[src/rtl/pipe_hazard_ctrl.sv]
// Stall/flush controller for an NSTAGE-deep in-order pipeline with an
// exception/refetch redirect sequencer, per-stage stall counters and a commit watchdog.
module pipe_hazard_ctrl #(
  parameter int NSTAGE     = 6,
  parameter int EXC_STAGE  = 4,
  parameter int FLUSH_CYC  = 1,
  parameter int PC_W       = 32,
  parameter int CNT_W      = 16,
  parameter int WDOG_LIMIT = 1024
) (
  input  logic                      clk,
  input  logic                      resetn,
  input  logic [NSTAGE-1:0]         stall_req,
  input  logic [NSTAGE-1:0]         flush_req,
  input  logic                      exc_req,
  input  logic [PC_W-1:0]           exc_pc,
  input  logic                      refetch_req,
  input  logic [PC_W-1:0]           refetch_pc,
  output logic                      redirect_valid,
  input  logic                      redirect_ready,
  output logic [PC_W-1:0]           redirect_pc,
  output logic [NSTAGE-1:0]         stage_stall,
  output logic [NSTAGE-1:0]         stage_flush,
  output logic                      busy,
  input  logic [$clog2(NSTAGE)-1:0] cnt_sel,
  output logic [CNT_W-1:0]          cnt_val,
  input  logic                      cnt_clr,
  output logic                      wdog_err
);

  localparam int FC_W = (FLUSH_CYC > 1) ? $clog2(FLUSH_CYC) : 1;
  localparam int WD_W = $clog2(WDOG_LIMIT + 1);
  localparam logic [FC_W-1:0]  FC_LAST = FC_W'(FLUSH_CYC - 1);
  localparam logic [WD_W-1:0]  WD_LAST = WD_W'(WDOG_LIMIT - 1);
  localparam logic [WD_W-1:0]  WD_LIM  = WD_W'(WDOG_LIMIT);
  localparam logic [CNT_W-1:0] CNT_MAX = {CNT_W{1'b1}};

  typedef enum logic [1:0] {
    ST_IDLE  = 2'd0,
    ST_WAIT  = 2'd1,
    ST_FLUSH = 2'd2,
    ST_REDIR = 2'd3
  } state_t;

  state_t            state_r;
  logic [FC_W-1:0]   fcnt_r;
  logic              valid_r;
  logic [PC_W-1:0]   pc_r;
  logic              busy_r;
  logic [CNT_W-1:0]  cnt_r [NSTAGE];
  logic [WD_W-1:0]   run_r;
  logic              wdog_r;

  logic              in_idle_s, in_wait_s, in_flush_s, in_redir_s;
  logic [NSTAGE-1:0] exc_mask_s;
  logic [NSTAGE-1:0] stall_pre_s;
  logic [NSTAGE-1:0] hon_s;
  logic [NSTAGE-1:0] kill_s;
  logic [NSTAGE-1:0] st_s;
  logic [NSTAGE-1:0] fl_s;
  logic              older_stall_s;

  assign in_idle_s  = (state_r == ST_IDLE);
  assign in_wait_s  = (state_r == ST_WAIT);
  assign in_flush_s = (state_r == ST_FLUSH);
  assign in_redir_s = (state_r == ST_REDIR);

  // Request-level stall (an older stall holds all younger stages) plus FSM holds
  always_comb begin
    exc_mask_s    = '0;
    stall_pre_s   = '0;
    hon_s         = '0;
    older_stall_s = 1'b0;
    for (int i = 0; i < NSTAGE; i++) begin
      exc_mask_s[i]  = (i <= EXC_STAGE) ? 1'b1 : 1'b0;
      stall_pre_s[i] = (|(stall_req >> i)) | (in_wait_s & exc_mask_s[i])
                     | (in_redir_s & ((i == 0) ? 1'b1 : 1'b0));
      older_stall_s  = older_stall_s | (stall_req[i] & ~exc_mask_s[i]);
    end
    // A branch flush is only honoured from a stage that is itself moving
    for (int k = 0; k < NSTAGE; k++) begin
      hon_s[k] = flush_req[k] & ~stall_pre_s[k] & (in_idle_s | ~exc_mask_s[k]);
    end
  end

  // Every stage younger than the oldest honoured flusher gets killed
  always_comb begin
    kill_s = '0;
    for (int j = 0; j < NSTAGE; j++) begin
      kill_s[j] = |(hon_s >> (j + 1));
    end
  end

  // Flush beats stall; bubbles fill the gap below a held stage
  always_comb begin
    st_s = stall_pre_s & ~kill_s & ~(in_flush_s ? exc_mask_s : {NSTAGE{1'b0}});
    fl_s = kill_s | (in_flush_s ? exc_mask_s : {NSTAGE{1'b0}});
    fl_s = (fl_s | ((st_s << 1) & ~st_s)) & ~(in_wait_s ? exc_mask_s : {NSTAGE{1'b0}});
    stage_stall = resetn ? st_s : {NSTAGE{1'b0}};
    stage_flush = resetn ? fl_s : {NSTAGE{1'b1}};
  end

  // Exception/refetch sequencer with registered redirect outputs
  always_ff @(posedge clk) begin
    if (!resetn) begin
      state_r <= ST_IDLE;
      fcnt_r  <= '0;
      valid_r <= 1'b0;
      pc_r    <= '0;
      busy_r  <= 1'b0;
    end else begin
      case (state_r)
        ST_IDLE: begin
          if (exc_req || refetch_req) begin
            pc_r    <= exc_req ? exc_pc : refetch_pc;
            fcnt_r  <= '0;
            busy_r  <= 1'b1;
            state_r <= older_stall_s ? ST_WAIT : ST_FLUSH;
          end
        end
        ST_WAIT: begin
          fcnt_r <= '0;
          if (!older_stall_s) state_r <= ST_FLUSH;
        end
        ST_FLUSH: begin
          if (fcnt_r == FC_LAST) begin
            state_r <= ST_REDIR;
            valid_r <= 1'b1;
          end else begin
            fcnt_r <= fcnt_r + FC_W'(1);
          end
        end
        ST_REDIR: begin
          if (valid_r && redirect_ready) begin
            state_r <= ST_IDLE;
            valid_r <= 1'b0;
            busy_r  <= 1'b0;
          end
        end
        default: begin
          state_r <= ST_IDLE;
          valid_r <= 1'b0;
          busy_r  <= 1'b0;
        end
      endcase
    end
  end

  // Saturating per-stage stall counters; clear wins over increment
  always_ff @(posedge clk) begin
    for (int i = 0; i < NSTAGE; i++) begin
      if (!resetn || cnt_clr) begin
        cnt_r[i] <= '0;
      end else if (stage_stall[i] && (cnt_r[i] != CNT_MAX)) begin
        cnt_r[i] <= cnt_r[i] + CNT_W'(1);
      end
    end
  end

  // Commit-stall watchdog; the error is sticky until reset
  always_ff @(posedge clk) begin
    if (!resetn) begin
      run_r  <= '0;
      wdog_r <= 1'b0;
    end else if (stage_stall[NSTAGE-1]) begin
      run_r  <= (run_r == WD_LIM) ? run_r : run_r + WD_W'(1);
      wdog_r <= wdog_r | (run_r == WD_LAST);
    end else begin
      run_r <= '0;
    end
  end

  assign cnt_val        = (int'(cnt_sel) < NSTAGE) ? cnt_r[cnt_sel] : {CNT_W{1'b0}};
  assign redirect_valid = valid_r;
  assign redirect_pc    = pc_r;
  assign busy           = busy_r;
  assign wdog_err       = wdog_r;

endmodule

[config.mk]
export PLATFORM = sky130hd
export DESIGN_NAME = pipe_hazard_ctrl
export DESIGN_NICKNAME = d
export VERILOG_FILES = /design/src/rtl/pipe_hazard_ctrl.sv
export SDC_FILE = /design/constraint.sdc
export NUM_CORES = 1
export LEC_CHECK = 0
export CAP_MARGIN = 0
export CORE_MARGIN = 2
export CORE_UTILIZATION = 45
export CTS_CLUSTER_DIAMETER = 120
export DETAILED_ROUTE_END_ITERATION = 10
export GPL_ROUTABILITY_DRIVEN = 0
export GPL_TIMING_DRIVEN = 1
export PLACE_DENSITY = 0.77
export SLEW_MARGIN = 25
export SYNTH_ARGS = -nofsm -noshare
export SYNTH_HDL_FRONTEND = slang
export SYNTH_SLANG_ARGS = --single-unit
[constraint.sdc]
create_clock -name clk -period 2.89 [get_ports clk]
set_clock_uncertainty 0.05 [all_clocks]
set_input_delay 0.578 -clock clk [delete_from_list [all_inputs] [get_ports clk]]
set_output_delay 0.578 -clock clk [all_outputs]
set_load 0.1 [all_outputs]
==> results.toml <==
[run_status]
status = "complete, no violations"

[clock_tree]
clockBufferDepth = 2
cts.sinks = 144
tritoncts = "built"
root_buffer = "clkbuf_16"
htreeDepth = 4
numCtsBuffers = 17
cts_hold_buf = 0
path_clk_slew_ps = 60
insertion_delay_ps = 430

[routing]
first_pass_iters = 5
wire_per_inst_um = 17.5
final_antenna_net_count = 0
drt-total-wl_um = 21800
via_per_inst = 5.57
drc = 0
num_vias = 6941
drt_iter0_drc = 596

[power]
p_comb_frac = 0.442
seqPwrFrac = 0.323
power.density_nw_per_um2 = 821
p_sw_uw = 4070
vdd_ir_drop_max_v = 0.000642
p_leak_uw = 0.00431
clock_power_share = 0.235
switching_share = 0.441
p_int_uw = 5170
finalPower_uw = 9240

[synth]
synth_largest_area_cell = "edfxtp_1"
synth_top_area_share = 0.351
ys_seq_elements = 144
yosysWarnings = 0
synthFlopType = "edfxtp_1"
synth_cell_types = 54
syn-cell-area_um2 = 8220
synth_enable_flop_cells = 96
synth.avg_cell_area_um2 = 9.94
syn_nets = 924
synth_most_common_cell = "nor2_1"
yosysSeqAreaShare = 0.467
syn_inst = 827
yosys-top-cells-area = "edfxtp_1 (35%), dfxtp_1 (12%), nor2_1 (7.6%)"
synth_common_cells = "nor2_1 (166), edfxtp_1 (96), mux2i_1 (49), nand2_1 (49), dfxtp_1 (48)"
synthArstFlopShare = 0

[layout]
final_area_um2 = 11300
finalNetCount = 1102
layout-drive-gt1-share = 0.197
area_growth_pct = 36.9
fillers = 1445
post-route-util = 0.627
diodes = 0

[sta]
rsz0062_at_grt = "true"
finalSetupViolations = 0
setup_tns_ps = 0
worstMarginPinSlew_ps = 784
fin_crit_sh = 0.976
relSlewSlack = 0.472
final_hold_viol_count = 0
drv_slew = 0
timing.fmax_mhz = 354
finalWorstPathRequiredPeriod_ps = 2820

[floorplan]
die_area_um2 = 19400
rows = 49
die_h_um = 139
start_util = 0.458
io_pins = 148
fp.coreArea_um2 = 18000
fp.dieW_um = 139

[worst_hold_path]
min_path_type = "flip-flop to flip-flop"
hp-start = "busy"

[setup_path]
crit_arrival_ps = 2190
cp_slowest_cell = "or4_4"
cp-start-kind = "flip-flop"
path_max_fanout = 4
reg2reg_from = "state_r[1]"
criticalPathCategory = "flip-flop to output pin"
crit_path_start = "state_r[1]"
path_cells = "inv_2 -> ha_4 -> or4_4 -> nor2_4 -> nor3_2 -> buf_4 -> o221ai_4 -> buf_12"
cp.required_ps = 2260
end_kind = "output pin"
cpPeakStageDelay_ps = 450

[run]
maxCapViolCount = 0

[grt]
grt_use_total = 0.230
grt_pass1_vias = 6902
overflow = 0
grt_pass1_wl_um = 35400
grt_max_degree = 66
antenna_found_initial = 0

[placement]
io_buffers = 146
hpwl_um = 16300
dpl-instance-area_um2 = 10500
[metal layers]
| layer | GRT usage | share of wire | routed length [um] | vias up |
|---|---|---|---|---|
| met1 | 0.281 | 0.40 | 8630 | 3273 |
| met4 | 0.0835 | 0.024 | 517 | 0 |
| met3 | 0.0660 | 0.085 | 1860 | 38 |
| met2 | 0.388 | 0.50 | 10800 | 318 |
| met5 | 0 | 0 | 0 | - |
| li1 | - | - | - | 3312 |
[power groups by stage]
stage / Clock, uW / Combinational (uW) / Sequential [uW]
after global placement: 0 / 3930 / 2990
after detailed placement: 0 / 3970 / 3010
after CTS: 2190 / 4070 / 2980
final: 2170 / 4080 / 2990
after floorplan: 0 / 1660 / 4100
after global routing: 2290 / 4300 / 3040
[placed cells by master, fill, tap and decap left out, drive strengths merged, types with 13 or more instances in the layout]
master and count:
a211oi 35, and3 23, buf 114, clkbuf 22
clkdlybuf4s50 78, dfxtp 48, edfxtp 96, inv 45
mux2i 49, mux4 16, nand2 49, nand3 46
nand4 16, nor2 166, nor3 13, o22ai 16
xnor2 47, xor2 44
[path summary, 6_finish.rpt]
| kind | endpoint | slack (ps) | cells past startpoint |
|---|---|---|---|
| worst min-delay path | busy | 430 | 2 |
| worst max-delay path | stage_flush[0] | 70 | 8 |
| worst min register to register | busy | 430 | 2 |
| worst max register to register | cnt_r[1][14] | 510 | 11 |
[kinds of logic after synthesis]
logic type,after synthesis,share of synthesized area
and+or+nand+nor,358,0.207
DFF,144,0.467
xor gates and xnor gates,91,0.0969
AOI/OAI and AO/OA,79,0.0674
buffers and inverters,77,0.0385
muxes,66,0.105
adders and majority gates,12,0.0183
[state kept, by name, summed over array words and instances (netlist names)]
name and cells:
redirect_pc 32, run_r 11, cnt_r 96, busy 1, redirect_valid 1, state_r 2
wdog_err 1
[area by class of cell]
cell class / count / area, um2 / share of cell area
Multi-Input combinational cell: 606 / 4260 / 0.378
Sequential cell: 144 / 3850 / 0.342
Timing Repair Buffer: 197 / 2150 / 0.191
Clock buffer: 21 / 473 / 0.0420
Tap cell: 229 / 287 / 0.0254
Inverter: 39 / 146 / 0.0130
Clock inverter: 11 / 100 / 0.00889
[through the flow]
step / instances / hold WS [ps] / worst slack (ps)
after floorplan: 827 / 430 / -642
after global placement: 1207 / 412 / -155
after detailed placement: 1207 / 415 / -146
after CTS: 1245 / 433 / -28.0
after global routing: 1247 / 466 / -21.2
final: 1247 / 430 / 68.1
[timing repair]
item	CTS	global route
cloned	0	1
hold endpoints to repair	0	0
setup endpoints to repair	7	13
pin swaps	5	5
setup buffers	6	1
resized for setup	14	8
[worst max-delay path: cells and delay by family, from the launching register on]
kind                     cells  cell delay [ps]
buffers and inverters        3              420
AND/OR/NAND/NOR              3              650
AO/OA/AOI/OAI                1              200
adder cells (fa/ha/maj)      1              160
flip-flops                   1              330
Note: power is estimated with default switching activity, not from simulation.
